### config.mk
export PLATFORM = sky130hd
export DESIGN_NAME = turn_signal_ctrl
export DESIGN_NICKNAME = d
export VERILOG_FILES = /design/src/rtl/turn_signal_ctrl_pkg.sv /design/src/rtl/turn_signal_ctrl_blink.sv /design/src/rtl/turn_signal_ctrl.sv
export SDC_FILE = /design/constraint.sdc
export NUM_CORES = 1
export LEC_CHECK = 0
export BUFFER_PORTS_ARGS = -buffer_cell sky130_fd_sc_hd__buf_4
export CORE_MARGIN = 3
export CORE_UTILIZATION = 63
export DETAILED_ROUTE_END_ITERATION = 6
export GPL_TIMING_DRIVEN = 0
export PLACE_DENSITY = 0.83
export SETUP_SLACK_MARGIN = 0.5
export SKIP_CTS_REPAIR_TIMING = 1
export SLEW_MARGIN = 20
export SYNTH_ARGS = -nofsm -noshare
export SYNTH_HDL_FRONTEND = slang
export SYNTH_HIERARCHICAL = 1
export SYNTH_SLANG_ARGS = --single-unit
export TNS_END_PERCENT = 5
### constraint.sdc
create_clock -name clk -period 5.6 [get_ports clk]
set_clock_uncertainty 0.1 [all_clocks]
set_input_delay 0.84 -clock clk [delete_from_list [all_inputs] [get_ports clk]]
set_output_delay 0.84 -clock clk [all_outputs]
set_load 0.05 [all_outputs]
### src/rtl/turn_signal_ctrl_pkg.sv
// Shared definitions for the turn-indicator sequencer: state encoding and default timing.
// The dashboard display decodes turn_state from these same constants.
package turn_signal_ctrl_pkg;

  typedef enum logic [2:0] {
    ST_IDLE   = 3'd0,
    ST_LEFT   = 3'd1,
    ST_RIGHT  = 3'd2,
    ST_HAZARD = 3'd3,
    ST_LANE_L = 3'd4,
    ST_LANE_R = 3'd5
  } turn_state_e;

  localparam int unsigned DEF_HALF_PERIOD = 25_000_000;
  localparam int unsigned DEF_LANE_BLINKS = 3;

  function automatic logic lights_left(input turn_state_e s);
    return (s == ST_LEFT) || (s == ST_HAZARD) || (s == ST_LANE_L);
  endfunction

  function automatic logic lights_right(input turn_state_e s);
    return (s == ST_RIGHT) || (s == ST_HAZARD) || (s == ST_LANE_R);
  endfunction

  function automatic logic is_lane(input turn_state_e s);
    return (s == ST_LANE_L) || (s == ST_LANE_R);
  endfunction

endpackage

### src/rtl/turn_signal_ctrl_blink.sv
// Blink phase timer: ON and OFF phases of HALF_PERIOD cycles each.
// o_phase_on is the phase that will be in effect after the coming edge; o_off_edge is the raw wrap-from-ON.
module blink_timer #(
  parameter int unsigned HALF_PERIOD = 4
) (
  input  logic clk,
  input  logic rst,
  input  logic i_restart,
  input  logic i_enable,
  output logic o_phase_on,
  output logic o_on_edge,
  output logic o_off_edge
);

  localparam int unsigned CNT_W = $clog2(HALF_PERIOD);
  localparam logic [CNT_W-1:0] CNT_LAST = CNT_W'(HALF_PERIOD - 1);

  logic [CNT_W-1:0] r_cnt;
  logic             r_phase;
  logic             w_wrap;

  assign w_wrap = (r_cnt == CNT_LAST);

  // Disabled means idle: counter and phase are held at zero so re-entry always starts clean.
  always_ff @(posedge clk) begin
    if (rst) begin
      r_cnt   <= '0;
      r_phase <= 1'b0;
    end else if (i_restart) begin
      r_cnt   <= '0;
      r_phase <= 1'b1;
    end else if (i_enable) begin
      if (w_wrap) begin
        r_cnt   <= '0;
        r_phase <= ~r_phase;
      end else begin
        r_cnt   <= r_cnt + CNT_W'(1);
      end
    end else begin
      r_cnt   <= '0;
      r_phase <= 1'b0;
    end
  end

  assign o_phase_on = i_restart | (i_enable & (r_phase ^ w_wrap));
  assign o_on_edge  = i_restart | (i_enable & w_wrap & ~r_phase);
  // Depends on registers only, so the FSM can use it to decide its next state without a loop.
  assign o_off_edge = w_wrap & r_phase;

endmodule

### src/rtl/turn_signal_ctrl.sv
// Turn-indicator / hazard sequencer: arbitrates stalk, hazard and lane-change inputs and drives
// the lamp controller with blink-timed turn_left/turn_right plus a per-flash buzzer tick.
module turn_signal_ctrl
  import turn_signal_ctrl_pkg::*;
#(
  parameter int unsigned HALF_PERIOD = DEF_HALF_PERIOD,
  parameter int unsigned LANE_BLINKS = DEF_LANE_BLINKS
) (
  input  logic       clk,
  input  logic       rst,
  input  logic       sw_turn_left,
  input  logic       sw_turn_right,
  input  logic       sw_hazard,
  input  logic       btn_lane_left,
  input  logic       btn_lane_right,
  output logic       turn_left,
  output logic       turn_right,
  output logic       blink_tick,
  output logic [2:0] turn_state
);

  localparam int unsigned LC_W = $clog2(LANE_BLINKS + 1);
  localparam logic [LC_W-1:0] LC_LAST = LC_W'(LANE_BLINKS - 1);

  turn_state_e     r_state;
  turn_state_e     w_state_nxt;
  logic [LC_W-1:0] r_lane_cnt;
  logic [LC_W-1:0] w_lane_cnt_nxt;
  logic            r_btn_l_q;
  logic            r_btn_r_q;
  logic            r_turn_left;
  logic            r_turn_right;
  logic            r_blink_tick;

  logic w_rise_l;
  logic w_rise_r;
  logic w_lane_l_req;
  logic w_lane_r_req;
  logic w_restart;
  logic w_enable;
  logic w_phase_on;
  logic w_on_edge;
  logic w_off_edge;

  assign w_rise_l     = btn_lane_left & ~r_btn_l_q;
  assign w_rise_r     = btn_lane_right & ~r_btn_r_q;
  // Rising edges on both buttons in the same cycle are ambiguous and ignored.
  assign w_lane_l_req = w_rise_l & ~w_rise_r;
  assign w_lane_r_req = w_rise_r & ~w_rise_l;

  assign w_enable  = (w_state_nxt != ST_IDLE);
  assign w_restart = w_enable && (w_state_nxt != r_state);

  blink_timer #(
    .HALF_PERIOD (HALF_PERIOD)
  ) u_blink_timer (
    .clk        (clk),
    .rst        (rst),
    .i_restart  (w_restart),
    .i_enable   (w_enable),
    .o_phase_on (w_phase_on),
    .o_on_edge  (w_on_edge),
    .o_off_edge (w_off_edge)
  );

  always_comb begin
    w_state_nxt    = ST_IDLE;
    w_lane_cnt_nxt = '0;
    if (sw_hazard) begin
      w_state_nxt = ST_HAZARD;
    end else if (sw_turn_left ^ sw_turn_right) begin
      w_state_nxt = sw_turn_left ? ST_LEFT : ST_RIGHT;
    end else if (sw_turn_left & sw_turn_right) begin
      w_state_nxt = ST_IDLE;
    end else if (w_lane_l_req) begin
      w_state_nxt = ST_LANE_L;
    end else if (w_lane_r_req) begin
      w_state_nxt = ST_LANE_R;
    end else if (is_lane(r_state)) begin
      // Count completed flashes at ON->OFF; the last one ends the lane change at that same edge.
      if (w_off_edge) begin
        if (r_lane_cnt >= LC_LAST) begin
          w_state_nxt = ST_IDLE;
        end else begin
          w_state_nxt    = r_state;
          w_lane_cnt_nxt = r_lane_cnt + LC_W'(1);
        end
      end else begin
        w_state_nxt    = r_state;
        w_lane_cnt_nxt = r_lane_cnt;
      end
    end
  end

  always_ff @(posedge clk) begin
    if (rst) begin
      r_state      <= ST_IDLE;
      r_lane_cnt   <= '0;
      r_btn_l_q    <= 1'b0;
      r_btn_r_q    <= 1'b0;
      r_turn_left  <= 1'b0;
      r_turn_right <= 1'b0;
      r_blink_tick <= 1'b0;
    end else begin
      r_state      <= w_state_nxt;
      r_lane_cnt   <= w_lane_cnt_nxt;
      r_btn_l_q    <= btn_lane_left;
      r_btn_r_q    <= btn_lane_right;
      r_turn_left  <= w_phase_on & lights_left(w_state_nxt);
      r_turn_right <= w_phase_on & lights_right(w_state_nxt);
      r_blink_tick <= w_on_edge;
    end
  end

  assign turn_left  = r_turn_left;
  assign turn_right = r_turn_right;
  assign blink_tick = r_blink_tick;
  assign turn_state = r_state;

endmodule

==> impl_metrics.csv <==
group,metric,value,unit
outcome,run_status,"finished clean",
floorplan,start_util,0.6983,
route,via_count,1656,
yosys,yosys_register_bits,36,
floorplan,chipWidth,59.81,um
layout,final_net_count,243,
layout,synthToLayoutAreaGrowth,10.36,%
worst_setup_path,worst_path_most_repeated_cell,"nand2_1",
worst_setup_path,worst_path_dominant_cell_family,"simple AND/OR/NAND/NOR gates",
placed_design,dp_hpwl,2810,um
global_route,grt-busiest-layer,"met2",
sta,slew-limit-headroom,0.7071,
worst_setup_path,timing.rr.end,"u_blink_timer/r_cnt[19]",
placed_design,port-buffer-count,12,
job,timing.max_cap.violations,0,
worst_setup_path,cp-start-kind,"flop",
route,postRouteAntennaNets,0,
worst_setup_path,cp_data_required_time,5.76,ns
power_and_ir_drop,power_density,240.7,nW/um^2
route,drt_pass1_iterations,5,
sta,setup_viol,0,
worst_setup_path,critical_path_arrival,3.64,ns
sta,final_max_slew_viol_count,0,
floorplan,dieHeight,59.81,um
worst_setup_path,worst_path_class_setup,"reg -> reg",
cts,cts_tree,"yes",
yosys,synthArstFlopShare,0,
floorplan,pin_count,13,
floorplan,floorplan.rows,18,
route,finalWirelength,3977,um
sta,fmax,287.5,MHz
yosys,netlist_area,1824,um^2
worst_setup_path,worst_r2r_path_depth,14,
yosys,avgSynthCellArea,8.525,um^2
yosys,sequential_element_share_of_the_synthesized_area,0.3951,
yosys,synth.distinct_cells,49,
min_path,min_to,"u_blink_timer/r_cnt[0]",
cts,cts_root_buffer,"clkbuf_4",
cts,clock_tree.htree_level_count,2,
floorplan,design.core.area,2613,um^2
cts,worst_setup_hold_path_clk_slew,0.11,ns
yosys,synth_flop_cell,"dfxtp_1",
layout,post_route_cells_drive_above_1_share,0.1667,
cts,clock_insertion_delay_worst_skew,0.33,ns
cts,ctsLongestPathBuffers,2,
yosys,syn-instance-count,214,
global_route,pin_count_of_the_biggest_net_entering_global_routing,12,
yosys,yosys-top-cells-area,"dfxtp_1 40%, nor2_1 5.1%, a21oi_1 4.7%",
worst_setup_path,worstReg2RegStart,"u_blink_timer/r_cnt[0]",
yosys,synthDominantCellAreaShare,0.3951,
worst_setup_path,worstPathBufferInverterCount,1,
global_route,groute.layer.met3.usage,0.05832,
layout,layoutNonFillerInstCount,264,
floorplan,die-area,3577,um^2
sta,grt_setup_unrepaired,"false",
placed_design,placed_cells_incl_taps,256,
worst_setup_path,critical_path.endpoint_type,"flop",
global_route,grt.overflow.total,0,
cts,numCtsBuffers,5,
global_route,global_routing_usage_on_met1,0.3201,
placed_design,routability_congestion_estimate,0.8565,
min_path,worstHoldStart,"u_blink_timer/r_cnt[0]",
worst_setup_path,crit_path_cell_trace,"ha_1, and2_1, nand2_1, nor4_1, ha_1, nand2_1, nand2_1, a21oi_2, xnor2_1, a31oi_1, nor3b_1, o21ai_2, buf_2, a21oi_1",
global_route,globalRouteMet2Util,0.4043,
min_path,hold_path.class,"reg -> reg",
global_route,first_pass_grt_wire_length,6686,um
sta,worst_slack,2.122,ns
cts,clock-sinks,36,
power_and_ir_drop,cellLeakagePower,0.0007067,uW
layout,num-fill-cells,193,
worst_setup_path,cp_slowest_stage_delay,0.41,ns
yosys,synth-edff-count,0,
power_and_ir_drop,irDropWorstVdd,0.2503,mV
yosys,postSynthNetCount,224,
global_route,grt_pass1_vias,1514,
route,viasPerCell,6.273,
layout,insertedDiodeCount,0,
route,routedWlPerCell,15.06,um
sta,post-route-period-util,0.6210,
route,drc_errors,0,
global_route,grt_antenna_before_repair,0,
yosys,netlist.top_cell.by_area,"dfxtp_1",
worst_setup_path,critPathSlowestCell,"dfxtp_1",
sta,max_slew.worst_pin.slew,0.4353,ns
min_path,holdPathStages,1,
sta,period_minus_slack,3.478,ns
worst_setup_path,timing.reg2reg.setup_slack,2.12,ns
placed_design,dp_worst_setup_slack,2.139,ns
global_route,overall_routing_resource_usage,0.2470,
sta,fin_tns_setup,0,ns
worst_setup_path,worst-path-max-fanout,10,
sta,report.final.hold_viol_count,0,
route,detail_route.iter0.violations,152,
yosys,synth-warning-count,6,
routing by layer:
layer	routed length [um]	part of all wire	vias up
met1	1813	0.46	764
met5	0	0	-
met2	1892	0.48	61
met3	236	0.059	6
li1	-	-	825
met4	35	0.0088	0
Yosys cell counts (2+ instances only):
| master | instances |
|---|---|
| a21oi_1 | 17 |
| a31o_2 | 2 |
| a31oi_1 | 2 |
| and2_1 | 2 |
| and3_1 | 3 |
| and4_4 | 2 |
| buf_2 | 4 |
| dfxtp_1 | 36 |
| ha_1 | 3 |
| inv_1 | 8 |
| nand2_1 | 15 |
| nand2b_1 | 2 |
| nand3_1 | 12 |
| nand4_1 | 6 |
| nor2_1 | 25 |
| nor2b_1 | 5 |
| nor3_1 | 4 |
| nor4_1 | 2 |
| o21ai_0 | 7 |
| o31ai_1 | 6 |
| or3_1 | 8 |
| or4_1 | 6 |
| xnor2_1 | 3 |
| xor2_1 | 9 |
metrics by stage:
stage	hold WS (ns)	power, uW	instance area [um^2]	utilization
after floorplan	0.3377	323.5	1824	-
after global placement	0.3540	341.1	1952	0.7471
after detailed placement	0.3624	344.0	1952	0.7471
after CTS	0.3870	485.4	2013	0.7706
after global routing	0.4355	503.6	2013	0.7706
final	0.3906	484.6	2013	0.7706
sequential cells by signal (all words and copies together), names as in the netlist:
| signal | flops |
|---|---|
| u_blink_timer/r_cnt | 25 |
| turn_state | 3 |
| r_lane_cnt | 2 |
| blink_tick | 1 |
| r_btn_l_q | 1 |
| r_btn_r_q | 1 |
| turn_left | 1 |
| turn_right | 1 |
| u_blink_timer/r_phase | 1 |
worst max-delay path by stage:
stage | start | end | slack (ns) | depth (start not counted)
3_5_place_dp | sw_turn_left | u_blink_timer/r_cnt[19] | 2.14 | 11
6_report | u_blink_timer/r_cnt[0] | u_blink_timer/r_cnt[19] | 2.12 | 14
2_1_floorplan | sw_turn_left | u_blink_timer/r_cnt[19] | 2.75 | 9
5_1_grt | u_blink_timer/r_cnt[0] | u_blink_timer/r_cnt[18] | 1.84 | 14
3_3_place_gp | sw_turn_left | u_blink_timer/r_cnt[14] | 2.27 | 11
4_1_cts | u_blink_timer/r_cnt[0] | u_blink_timer/r_cnt[19] | 2.21 | 14
layout make-up:
type | instances | area (um^2) | area share
buffer | 6 | 38.79 | 0.01927
clock buffer | 6 | 51.30 | 0.02548
clock inverter | 2 | 10.01 | 0.004972
inverter | 8 | 30.03 | 0.01492
multi-input combinational | 164 | 1035 | 0.5140
sequential | 36 | 720.7 | 0.3580
tap | 30 | 37.54 | 0.01865
timing repair buffer | 12 | 90.09 | 0.04475
cell families (layout without fill, tap and decap cells):
family | Yosys count | count (layout) | share of synthesized area
AOI/OAI and AO/OA | 45 | 45 | 0.1550
xor gates and xnor gates | 12 | 12 | 0.05762
adders and majority gates | 3 | 3 | 0.02058
buffers and inverters | 14 | 34 | 0.03773
DFF | 36 | 36 | 0.3951
and+or+nand+nor | 104 | 104 | 0.3340
report_power, final:
part	switching [uW]	leakage (uW)	internal (uW)
registers	5.32	0.000293	263
clock network	84.6	0.0000380	59.8
logic	45.4	0.000376	26.5
total	135	0.000707	349
placed cells by master (no fill, tap or decap), drive strengths merged, types with 2 or more instances in the layout:
master,synthesis,routed
a21oi,18,18
a31o,2,2
a31oi,2,2
and2,3,3
and3,3,3
and4,3,3
buf,6,18
clkbuf,0,6
clkinv,0,2
dfxtp,36,36
ha,3,3
inv,8,8
nand2,15,15
nand2b,3,3
nand3,12,12
nand4,8,8
nor2,25,25
nor2b,6,6
nor3,4,4
nor3b,2,2
nor4,2,2
o21ai,9,9
o31ai,6,6
or3,9,9
or4,6,6
xnor2,3,3
xor2,9,9
Note: power is estimated with default switching activity, not from simulation.
